**config.mk**
```make
export PLATFORM = sky130hd
export DESIGN_NAME = mac_array_ctrl
export DESIGN_NICKNAME = d
export VERILOG_FILES = /design/src/rtl/mac_ctrl_pkg.sv /design/src/rtl/inst_skew.sv /design/src/rtl/mac_array_ctrl.sv
export SDC_FILE = /design/constraint.sdc
export NUM_CORES = 1
export LEC_CHECK = 0
export CAP_MARGIN = 10
export CORE_AREA = 2 2 79 81
export DETAILED_ROUTE_END_ITERATION = 16
export DIE_AREA = 0 0 81 83
export MAX_ROUTING_LAYER = met4
export PLACE_DENSITY = 0.7
export SKIP_CTS_REPAIR_TIMING = 1
export SYNTH_ARGS = -nofsm -noshare
export SYNTH_HDL_FRONTEND = slang
export SYNTH_SLANG_ARGS = --single-unit
```
**constraint.sdc**
```tcl
create_clock -name clk -period 2.3 [get_ports clk]
set_input_delay 0.23 -clock clk [delete_from_list [all_inputs] [get_ports clk]]
set_output_delay 0.23 -clock clk [all_outputs]
set_load 0.03 [all_outputs]
```
**src/rtl/mac_ctrl_pkg.sv**
```systemverilog
// Shared types and constants for the MAC array sequencer.
package mac_ctrl_pkg;

  typedef enum logic [2:0] {
    IDLE,
    LOAD,
    EXEC,
    DRAIN,
    DONE
  } state_t;

  localparam logic [1:0] INST_NOP  = 2'b00;
  localparam logic [1:0] INST_LOAD = 2'b01;
  localparam logic [1:0] INST_EXEC = 2'b10;

  // Drain covers the row skew plus east-ward propagation across the row.
  function automatic int unsigned drain_len(input int unsigned rows, input int unsigned cols);
    return rows - 1 + cols;
  endfunction

endpackage

```
**src/rtl/inst_skew.sv**
```systemverilog
// Row-skew shift chain: row 0 is the base instruction, row r is row 0 delayed r cycles.
module inst_skew #(
  parameter int unsigned row = 8
) (
  input  logic             clk,
  input  logic             reset,
  input  logic             flush,
  input  logic [1:0]       base,
  output logic [2*row-1:0] inst_w
);

  logic [2*row-1:2] dly;

  always_comb begin
    inst_w = {dly, base};
  end

  always_ff @(posedge clk or negedge reset) begin
    if (!reset) begin
      dly <= '0;
    end else if (flush) begin
      dly <= '0;
    end else begin
      dly <= inst_w[2*row-3:0];
    end
  end

endmodule

```
**src/rtl/mac_array_ctrl.sv**
```systemverilog
// Job sequencer for the MAC array: LOAD/EXEC/DRAIN with per-row instruction skew.
module mac_array_ctrl
  import mac_ctrl_pkg::*;
#(
  parameter int unsigned row    = 8,
  parameter int unsigned col    = 8,
  parameter int unsigned len_bw = 8
) (
  input  logic              clk,
  input  logic              reset,
  input  logic              start,
  input  logic              mode_sel_in,
  input  logic [len_bw-1:0] load_len,
  input  logic [len_bw-1:0] exec_len,
  input  logic              abort,
  output logic              ready,
  output logic              busy,
  output logic              done,
  output logic              mode_sel,
  output logic              l0_rd,
  output logic [2*row-1:0]  inst_w
);

  localparam int unsigned DRAIN_CYC = drain_len(row, col);
  localparam int unsigned DRAIN_BW  = $clog2(DRAIN_CYC + 1);
  localparam int unsigned CW        = (len_bw > DRAIN_BW) ? len_bw : DRAIN_BW;

  state_t            state, state_n;
  logic [CW-1:0]     cnt, cnt_n;
  logic [len_bw-1:0] exec_len_q;
  logic              accept;
  logic              flush;
  logic [1:0]        base;

  always_comb begin
    accept = (state == IDLE) && start;
    flush  = abort && ((state == LOAD) || (state == EXEC) || (state == DRAIN));
  end

  always_comb begin
    state_n = state;
    cnt_n   = cnt;
    unique case (state)
      IDLE: begin
        if (start) begin
          if ((load_len != '0) && !mode_sel_in) begin
            state_n = LOAD;
            cnt_n   = CW'(load_len) - CW'(1);
          end else if (exec_len != '0) begin
            state_n = EXEC;
            cnt_n   = CW'(exec_len) - CW'(1);
          end else begin
            state_n = DRAIN;
            cnt_n   = CW'(DRAIN_CYC - 1);
          end
        end
      end
      LOAD: begin
        if (abort) begin
          state_n = IDLE;
          cnt_n   = '0;
        end else if (cnt == '0) begin
          if (exec_len_q != '0) begin
            state_n = EXEC;
            cnt_n   = CW'(exec_len_q) - CW'(1);
          end else begin
            state_n = DRAIN;
            cnt_n   = CW'(DRAIN_CYC - 1);
          end
        end else begin
          cnt_n = cnt - CW'(1);
        end
      end
      EXEC: begin
        if (abort) begin
          state_n = IDLE;
          cnt_n   = '0;
        end else if (cnt == '0) begin
          state_n = DRAIN;
          cnt_n   = CW'(DRAIN_CYC - 1);
        end else begin
          cnt_n = cnt - CW'(1);
        end
      end
      DRAIN: begin
        if (abort) begin
          state_n = IDLE;
          cnt_n   = '0;
        end else if (cnt == '0) begin
          state_n = DONE;
        end else begin
          cnt_n = cnt - CW'(1);
        end
      end
      DONE: begin
        state_n = IDLE;
        cnt_n   = '0;
      end
      default: begin
        state_n = IDLE;
        cnt_n   = '0;
      end
    endcase
  end

  always_ff @(posedge clk or negedge reset) begin
    if (!reset) begin
      state      <= IDLE;
      cnt        <= '0;
      exec_len_q <= '0;
      mode_sel   <= 1'b0;
    end else begin
      state <= state_n;
      cnt   <= cnt_n;
      if (accept) begin
        exec_len_q <= exec_len;
        mode_sel   <= mode_sel_in;
      end
    end
  end

  // Row 0 and l0_rd decode straight from the state register so they line up.
  always_comb begin
    base  = INST_NOP;
    l0_rd = 1'b0;
    if (state == LOAD) begin
      base  = INST_LOAD;
      l0_rd = 1'b1;
    end else if (state == EXEC) begin
      base  = INST_EXEC;
      l0_rd = 1'b1;
    end
    ready = (state == IDLE);
    busy  = (state == LOAD) || (state == EXEC) || (state == DRAIN);
    done  = (state == DONE);
  end

  inst_skew #(.row(row)) u_skew (
    .clk    (clk),
    .reset  (reset),
    .flush  (flush),
    .base   (base),
    .inst_w (inst_w)
  );

endmodule

```
# Word level (Yosys, flattened, before mapping)

Cells that the tools add are included.

Register bits: 34
Input port bits: 21
Output and inout port bits: 21

Add/sub/neg operators: 4
Equal/unequal tests: 9
Muxes and demuxes: 27
Reductions and logical operators: 13

Operators by type and width:

| kind                  | count |
|---|---|
| $mux W8               | 10 |
| $pmux W8 S4           | 1 |
| $sub A8 B1 Y8 const B | 4 |
| $reduce_bool A8 Y1    | 3 |
| $mux W3               | 7 |
| $mux W14              | 1 |
| $pmux W3 S4           | 1 |
| $logic_not A8 Y1      | 1 |
| $eq A3 B2 Y1 const B  | 2 |
| $mux W2               | 3 |
| $ne A3 B2 Y1 const B  | 2 |
| $ne A3 B3 Y1 const B  | 2 |
| $mux W1               | 4 |
| $reduce_and A4 Y1     | 1 |
| $eq A3 B1 Y1 const B  | 1 |
| $eq A3 B3 Y1 const B  | 1 |
| $logic_and A1 B1 Y1   | 3 |
| $logic_not A3 Y1      | 1 |
| $logic_or A1 B1 Y1    | 2 |
| $ne A2 B2 Y1 const B  | 1 |
| $reduce_and A2 Y1     | 1 |
| $logic_not A1 Y1      | 1 |

# Depth between registers and ports, before layout

Gate-level depths: netlist (run 1).

Word-level depth: 5
Gate-level depth with buffers: 9

# Modules after synthesis

A second synthesis (run 1) with hierarchy kept.

Cells, all modules: 251
Area total of the unflattened synthesis: 2367.3 sq um

Modules (own cells, without submodules):

| module         | instances | cells each | area each (sq um) |
|---|---|---|---|
| mac_array_ctrl | 1         | 220        | 1874.3 |
| inst_skew      | 1         | 31         | 493.0 |

# Worst setup path after synthesis (run 1)

No wires, ideal clock.

Path kind: flip-flop to flip-flop
Start: register, netlist name cnt[0]
End: register mode_sel
Arrival: 1.711 ns
Required time: 2.234 ns
Path slack: 0.523 ns
Stages on the path, launching flop included: 9
Path buffers: 0
Period minus slack after synthesis: 1.777 ns
Cell sequence: dfrtp_1 > inv_1 > ha_1 > nor3b_1 > and3_1 > or3_1 > nor3_2 > nand2_1 > nand2_1

RTL lines:

| what                 | RTL line              | text |
|---|---|---|
| to (signal assigned) | mac_array_ctrl.sv:117 | `mode_sel <= mode_sel_in;` |
| to (decl)            | mac_array_ctrl.sv:19  | `output logic mode_sel,` |

# Worst setup path in the final report (run 1)

Start: register state[2]
End: output port l0_rd

Longest elaborated chain between the ends: 3
Elaborated cells on any way between the ends: 4
Classes of those cells: eq/ne (2); mux (2)

Ends and longest elaborated chain:

| what                   | RTL line              | text |
|---|---|---|
| from (decl)            | mac_array_ctrl.sv:28  | `state_t state, state_n;` |
| from (signal assigned) | mac_array_ctrl.sv:113 | `state <= state_n;` |
| $eq A3 B2 Y1           | mac_array_ctrl.sv:129 | `end else if (state == EXEC) begin` |
| $mux W1                | mac_array_ctrl.sv:129 |  |
| $mux W1 (*)            | mac_array_ctrl.sv:126 | `if (state == LOAD) begin` |
| to (decl)              | mac_array_ctrl.sv:20  | `output logic l0_rd,` |

Every way passes the cells marked *; elsewhere a longest branch is shown, timed or not.

==> results of run 1 <==
==> stage by stage <==
stage | hold slack [ns] | TNS, ns | setup WS [ns] | util, %
after floorplan | -0.0656 | 0 | 0.523 | -
after global placement | 0.455 | 0 | 0.198 | 46.6
after detailed placement | 0.465 | 0 | 0.144 | 46.6
after CTS | 0.376 | -0.00793 | -0.00793 | 48.4
after global routing | 0.400 | 0 | 0.00716 | 48.5
final | 0.352 | 0 | 0.0997 | 48.5
==> worst max-delay path, stage by stage, from the launching register on <==
cell and delay, ns:
dfrtp_1 0.48, or3b_1 0.41, o21ai_0 0.10, clkdlybuf4s50_1 0.69
==> cell type report <==
class                   instances  area, um2
clock buffers                   5       68.8
clock inverters                 3       40.0
fillers                       572       3000
inverters                      13       48.8
multi-input cells             192       1210
flip-flops and latches         34        851
well taps                      75       93.8
repair buffers                 53        503
==> power breakdown <==
part	internal [mW]	switching, mW	total [mW]
clock network	0.319	0.223	0.542
logic	0.749	1.00	1.75
registers	0.793	0.210	1.00
total	1.86	1.43	3.29
==> layout by cell type, fill, tap and decap left out, types with 2 or more instances in the layout <==
master	synthesis	layout
nor3b_1	5	5
o21ai_1	7	7
clkinv_2	0	2
or3_1	3	3
a221oi_1	2	2
clkdlybuf4s50_1	0	40
nor4_2	3	3
nor2_1	14	14
dfrtp_1	34	34
nand3_1	4	4
xnor2_1	10	10
nand2b_1	4	4
a221o_1	2	2
xor2_1	12	12
buf_4	0	12
inv_1	10	10
o21bai_1	2	2
nand2_1	48	48
clkbuf_8	0	5
mux2i_1	2	2
and2_1	15	15
inv_2	3	3
o21ai_0	3	3
a21oi_1	11	11
nor3_1	10	10
a22oi_1	3	3
ha_1	8	8
o22ai_1	6	6
==> registers in the layout, summed over array words and instances, names as in the netlist <==
name        count
u_skew.dly     14
cnt             8
mode_sel        1
state           3
exec_len_q      8
==> layer usage <==
metal | global-route usage, % | vias up | part of all wire, %
li1 | - | 941 | -
met1 | 22.0 | 905 | 44
met2 | 25.8 | 31 | 50
met3 | 2.17 | 11 | 3.2
met4 | 6.93 | 0 | 2.2
met5 | - | - | 0
==> kinds of logic after synthesis <==
logic type      Yosys count  synth area share (%)
simple gates            116                  28.7
compound gates           43                  13.0
flops                    34                  39.9
xor+xnor                 22                  9.03
buf+inv                  18                  3.28
fa+ha+maj                 8                  4.69
mux                       3                  1.47
==> worst max path at each step <==
stage                     to   startpoint  cells after the start  slack [ns]
finish                 l0_rd     state[2]                      3         0.1
global route           l0_rd     state[2]                      3       0.007
CTS                    ready     state[0]                      3      -0.008
detailed placement    cnt[1]  load_len[0]                      8        0.14
global placement      cnt[1]  load_len[0]                      8        0.20
floorplan           mode_sel       cnt[0]                      8        0.52
==> results summary, run 1 <==
The synthesized area divided by synthesized cell count came out at 8.75 um2. The area share of the largest cell type after synthesis came out at roughly 40%. The post-detailed-route DRC marker count is 0.

The area growth from synthesis to layout came out at 32.1%. The timing-limited maximum frequency is 454 MHz. The overall die height is around 83 um.

The die covers between 6000 and 7000 um2. Summed over all instances, the cell type with the most area after synthesis is dfrtp_1. The number of endpoints with negative hold slack in the final report is 0. The count of endpoints failing setup in the final report came out at 0. The H-tree depth came out at 2. The maximum number of pins on one net before global-route repair is 35. After synthesis, the cell types taking the most area are dfrtp_1 (40%), nand2_1 (8.4%), xor2_1 (4.9%). The post-layout minimum cycle time came out at about 2.2 ns. The final instance count without filler cells came out at ~380. The first global-routing pass estimated 8650 um of wire.

The diode insertion count for antenna repair is 0. The mean number of vias per cell came out at 5.03. The sequential-to-total area share from yosys stat came out at 39.9%.

The number of placement rows came out at 28. Setup repair after global routing left no endpoint under its margin. The count of nets left with antenna violations once routing finished came out at 0.

The startpoint-to-endpoint class of the critical path is reg2out. The placer congestion estimate came out at about 0.88. The combined area of all synthesized cells came out at between 2000 and 2500 um2.

The remaining max-slew budget at the tightest pin came out at between 50% and 60%. The final number of max-transition violations is 0. The tightest min-delay check is of the in2async type.

Sorting the synthesized cells by how often they occur yields nand2_1 (48), dfrtp_1 (34), and2_1 (15). On the final layout, the worst clock skew is around 0.0019 ns. The core region is 5820 um2. nand2_1 is the most common cell in the netlist.

The max capacitance violation total is 0. The number of buffers created by CTS came out at 5. CTS placed an instance of clkbuf_8 at the clock tree root. The number of placed instances, taps included is between 300 and 400. The post-synthesis instance total is between 200 and 250. The number of global-route vias before repair is about 1800.

The die width came out at between 80 and 90 um. The number of iterations in the first detailed-routing pass is 4. The reg2reg setup slack came out at approximately 0.23 ns.

The initial antenna violation count is 0. The total number of yosys warnings came out at 0. The clock reaches the later pin of the worst-skew pair after approximately 0.29 ns. The share of post-route cells with drive strength above 1 came out at about a tenth. The clock tree from TritonCTS is done. The maximum clock path buffer count came out at 2.

The share of async-settable or async-resettable flops after synthesis is 100%. The routed layout has between 1500 and 2000 vias. The number of enable flip-flop cells after synthesis came out at 0. The total I/O pin count came out at 42.

The critical path required time came out at between 2 and 2.5 ns. For this run, the leading register cell type out of synthesis is dfrtp_1. The total routing resource utilization after global routing came out at around 17%.

The endpoint identified for the worst register-to-register timing path is cnt[6]. The post-route total power came out at about 3.3 mW. The count of nets after finishing came out at around 330. The total overflow reported by the global router came out at 0. The worst-case IR drop observed on VDD is ~0.47 mV. After synthesis the netlist holds a flip-flop and latch count of 34. Summed over all layers, the routed wires come to slightly above 5000 um. The power density over the cells came out at about 1200 nW/um2. The portion of the clock cycle consumed by the worst path in the final layout came out at a little over nine tenths.

The net count after synthesis came out at ~270. The DRC violation total after the first TritonRoute iteration came out at 90. STA classifies the critical path endpoint as a primary output. The number of buffer cells added on primary ports is just over 40.

At the pin with the least slew margin, the transition time is approximately 0.6 ns. The data arrival time of the critical path came out at ~2.0 ns. The sink count of the clock tree is 34. The effective utilization at floorplan came out at 36.7%. The flow ran to the end, and the final reports show no timing, DRC or antenna violations. The total leakage power came out at around 1.3 nW.

The maximum net fanout on the critical path came out at 11. The average wire per cell in the routed design came out at roughly 14 um. The area after detailed placement is roughly 2700 um2.

The startpoint identified for the worst register-to-register timing path is cnt[0]. Clock-pin slew was measured on the worst setup and hold paths at 0.07 ns. The detailed placer's ending HPWL is about 4100 um. The depth of the most critical reg-to-reg path is 8. The final standard cell area without fillers came out at approximately 2800 um2. The worst setup path is launched from a register. The count of cell types in the netlist came out at 44.
No activity file was read; power rests on OpenSTA's default activity.
==> run 2, diff against run 1 <==
SETUP_SLACK_MARGIN = 0.05   (was unset)
==> results summary, run 2 (synthesis results as in run 1) <==
The run finished with clean final reports. The final number of max-transition violations came out at 0 (unchanged). The data arrival time of the critical path was 1.91 ns (-0.06 ns).

The total number of vias came out at 1895 (+0.37%). Setup repair after global routing left no endpoint under its margin. The maximum clock skew at final layout is 0.00253 ns (+0.000605 ns). The remaining max-slew budget at the tightest pin is 59.4% (-0.32 points). The type of destination of the critical path is a primary output. The library cells used most frequently in the layout, excluding fill and tap cells, are nand2_1 (48), clkdlybuf4s50_1 (38), dfrtp_1 (34).

Ranked by flip-flop count, first place goes to u_skew.dly. From synthesis to final layout, the design area changed by 32.3%. The share of post-route cells with drive strength above 1 is 10.7% (unchanged).

The portion of the clock cycle consumed by the worst path in the final layout was 93.2% (-2.5 points). The area enclosed by the die boundary is 6720 um2 (unchanged). The number of placement rows came out at 28 (unchanged). The final wirelength is 5180 um (-0.12%). The library cell used most frequently in the layout, excluding fill and tap cells, is nand2_1.

The number of routed nets with antenna violations came out at 0 (unchanged). The number of endpoints with negative hold slack in the final report is 0 (unchanged). The max capacitance violation total is 0 (unchanged). The die width is 81 um (unchanged).

The clock transition at the registers of the reported paths is 0.07 ns (about the same). The total I/O pin count is 42 (unchanged). The reg2reg setup slack came out at 0.21 ns (-0.02 ns). The transition time at the pin with the least slew margin is 0.607 ns (+0.00476 ns). The maximum clock path buffer count came out at 2 (unchanged).

The worst min-delay path class is in2async. The mean number of vias per cell came out at 5.05 (+0.37%). The diode insertion count for antenna repair came out at 0 (unchanged).

The number of buffers created by CTS is 5 (unchanged). The global-route wire length before repair came out at 8650 um (unchanged). The number of buffer cells added on primary ports came out at 41 (unchanged). The initial antenna violation count was 0 (unchanged). The depth of the most critical reg-to-reg path came out at 8 (unchanged). The total routing resource utilization after global routing was 16.7% (unchanged).

The post-route total power is 3.29 mW (-0.11%). The post-layout minimum cycle time is 2.14 ns (-0.0576 ns). The clock tree from TritonCTS is done. The power density over the cells came out at 1170 nW/um2 (-0.29%). The post-detailed-route DRC marker count came out at 0 (unchanged). The largest registers in the layout are u_skew.dly x14, cnt x8, exec_len_q x8. In this run the critical register-to-register path is captured at cnt[6]. The H-tree depth is 2 (unchanged). The maximum net fanout on the critical path came out at 11 (unchanged). The effective utilization at floorplan came out at 36.7% (unchanged).

The placer congestion estimate came out at 0.880 (unchanged). The total leakage power came out at 1.29 nW (+2.3%). The worst IR drop on VDD is 0.471 mV (about the same).

In this run the critical register-to-register path is launched from cnt[0]. The number of iterations in the first detailed-routing pass is 4 (unchanged). The number of global-route vias before repair is 1835 (unchanged). The number of placed instances, taps included is 367 (unchanged). The average wire per cell in the routed design came out at 13.8 um (-0.12%). STA classifies the critical path startpoint as a register. The final hold slack is 0.351 ns (-0.000559 ns).

The clock latency on the worst-skew pair is 0.29 ns (about the same). The count of endpoints failing setup in the final report came out at 0 (unchanged). The DRC violation total after the first TritonRoute iteration is 84 (-6.7%).

The critical path required time came out at 2.07 ns (about the same). The total overflow reported by the global router came out at 0 (unchanged). The number of flip-flops under the largest register name is 14 (unchanged). The timing-limited maximum frequency is 467 MHz (+2.7%). The area after detailed placement came out at 2710 um2 (unchanged). The sink count of the clock tree came out at 34 (unchanged). The buffer cell driving the clock tree root is clkbuf_8. The critical path in this run is classified as reg2out. The standard cell core area was 5820 um2 (unchanged). The maximum number of pins on one net before global-route repair is 35 (unchanged). The count of nets after finishing is 328 (unchanged). The final standard cell area without fillers came out at 2820 um2 (+0.18%). The final instance count without filler cells came out at 375 (unchanged). The detailed placer's ending HPWL is 4140 um (unchanged). The overall die height is 83 um (unchanged).
==> run 2: worst max path at each step <==
stage / from / endpoint / slack, ns
finish: state[2] / inst_w[0] / 0.16
global route: state[2] / inst_w[0] / 0.08
CTS: state[0] / ready / -0.008
detailed placement: load_len[0] / cnt[1] / 0.14
global placement: load_len[0] / cnt[1] / 0.20
floorplan: cnt[0] / mode_sel / 0.52
==> run 2: worst max-delay path: stages (launching register included) <==
cell	delay, ns
dfrtp_1	0.48
or3b_1	0.41
inv_2	0.06
clkdlybuf4s50_1	0.67
==> run 2: stage by stage <==
stage          TNS [ns]  worst slack, ns  util [%]
5_1_grt               0           0.0792      48.6
6_report              0            0.157      48.6
3_3_place_gp          0            0.198      46.6
4_1_cts        -0.00793         -0.00793      48.4
3_5_place_dp          0            0.144      46.6
2_1_floorplan         0            0.523         -
==> run 2: cell type report <==
cell class,count,area (um2)
fill,571,2990
multi-input combinational,192,1210
timing repair buffer,53,508
sequential,34,851
clock buffer,5,68.8
tap,75,93.8
inverter,13,48.8
clock inverter,3,40.0
==> run 2: per-layer routing <==
layer	share of wire [%]	vias up	global-route usage, %	wire length, um
met5	0	-	-	0
met4	2.2	0	6.93	114
met3	4.1	11	2.17	211
met2	49	44	25.8	2560
met1	44	899	22.0	2290
li1	-	941	-	-
==> run 2: power breakdown <==
| part | leakage (nW) | internal, mW | switching (mW) |
|---|---|---|---|
| Sequential | 0.442 | 0.793 | 0.210 |
| Combinational | 0.791 | 0.746 | 1.00 |
| Clock | 0.0579 | 0.319 | 0.221 |
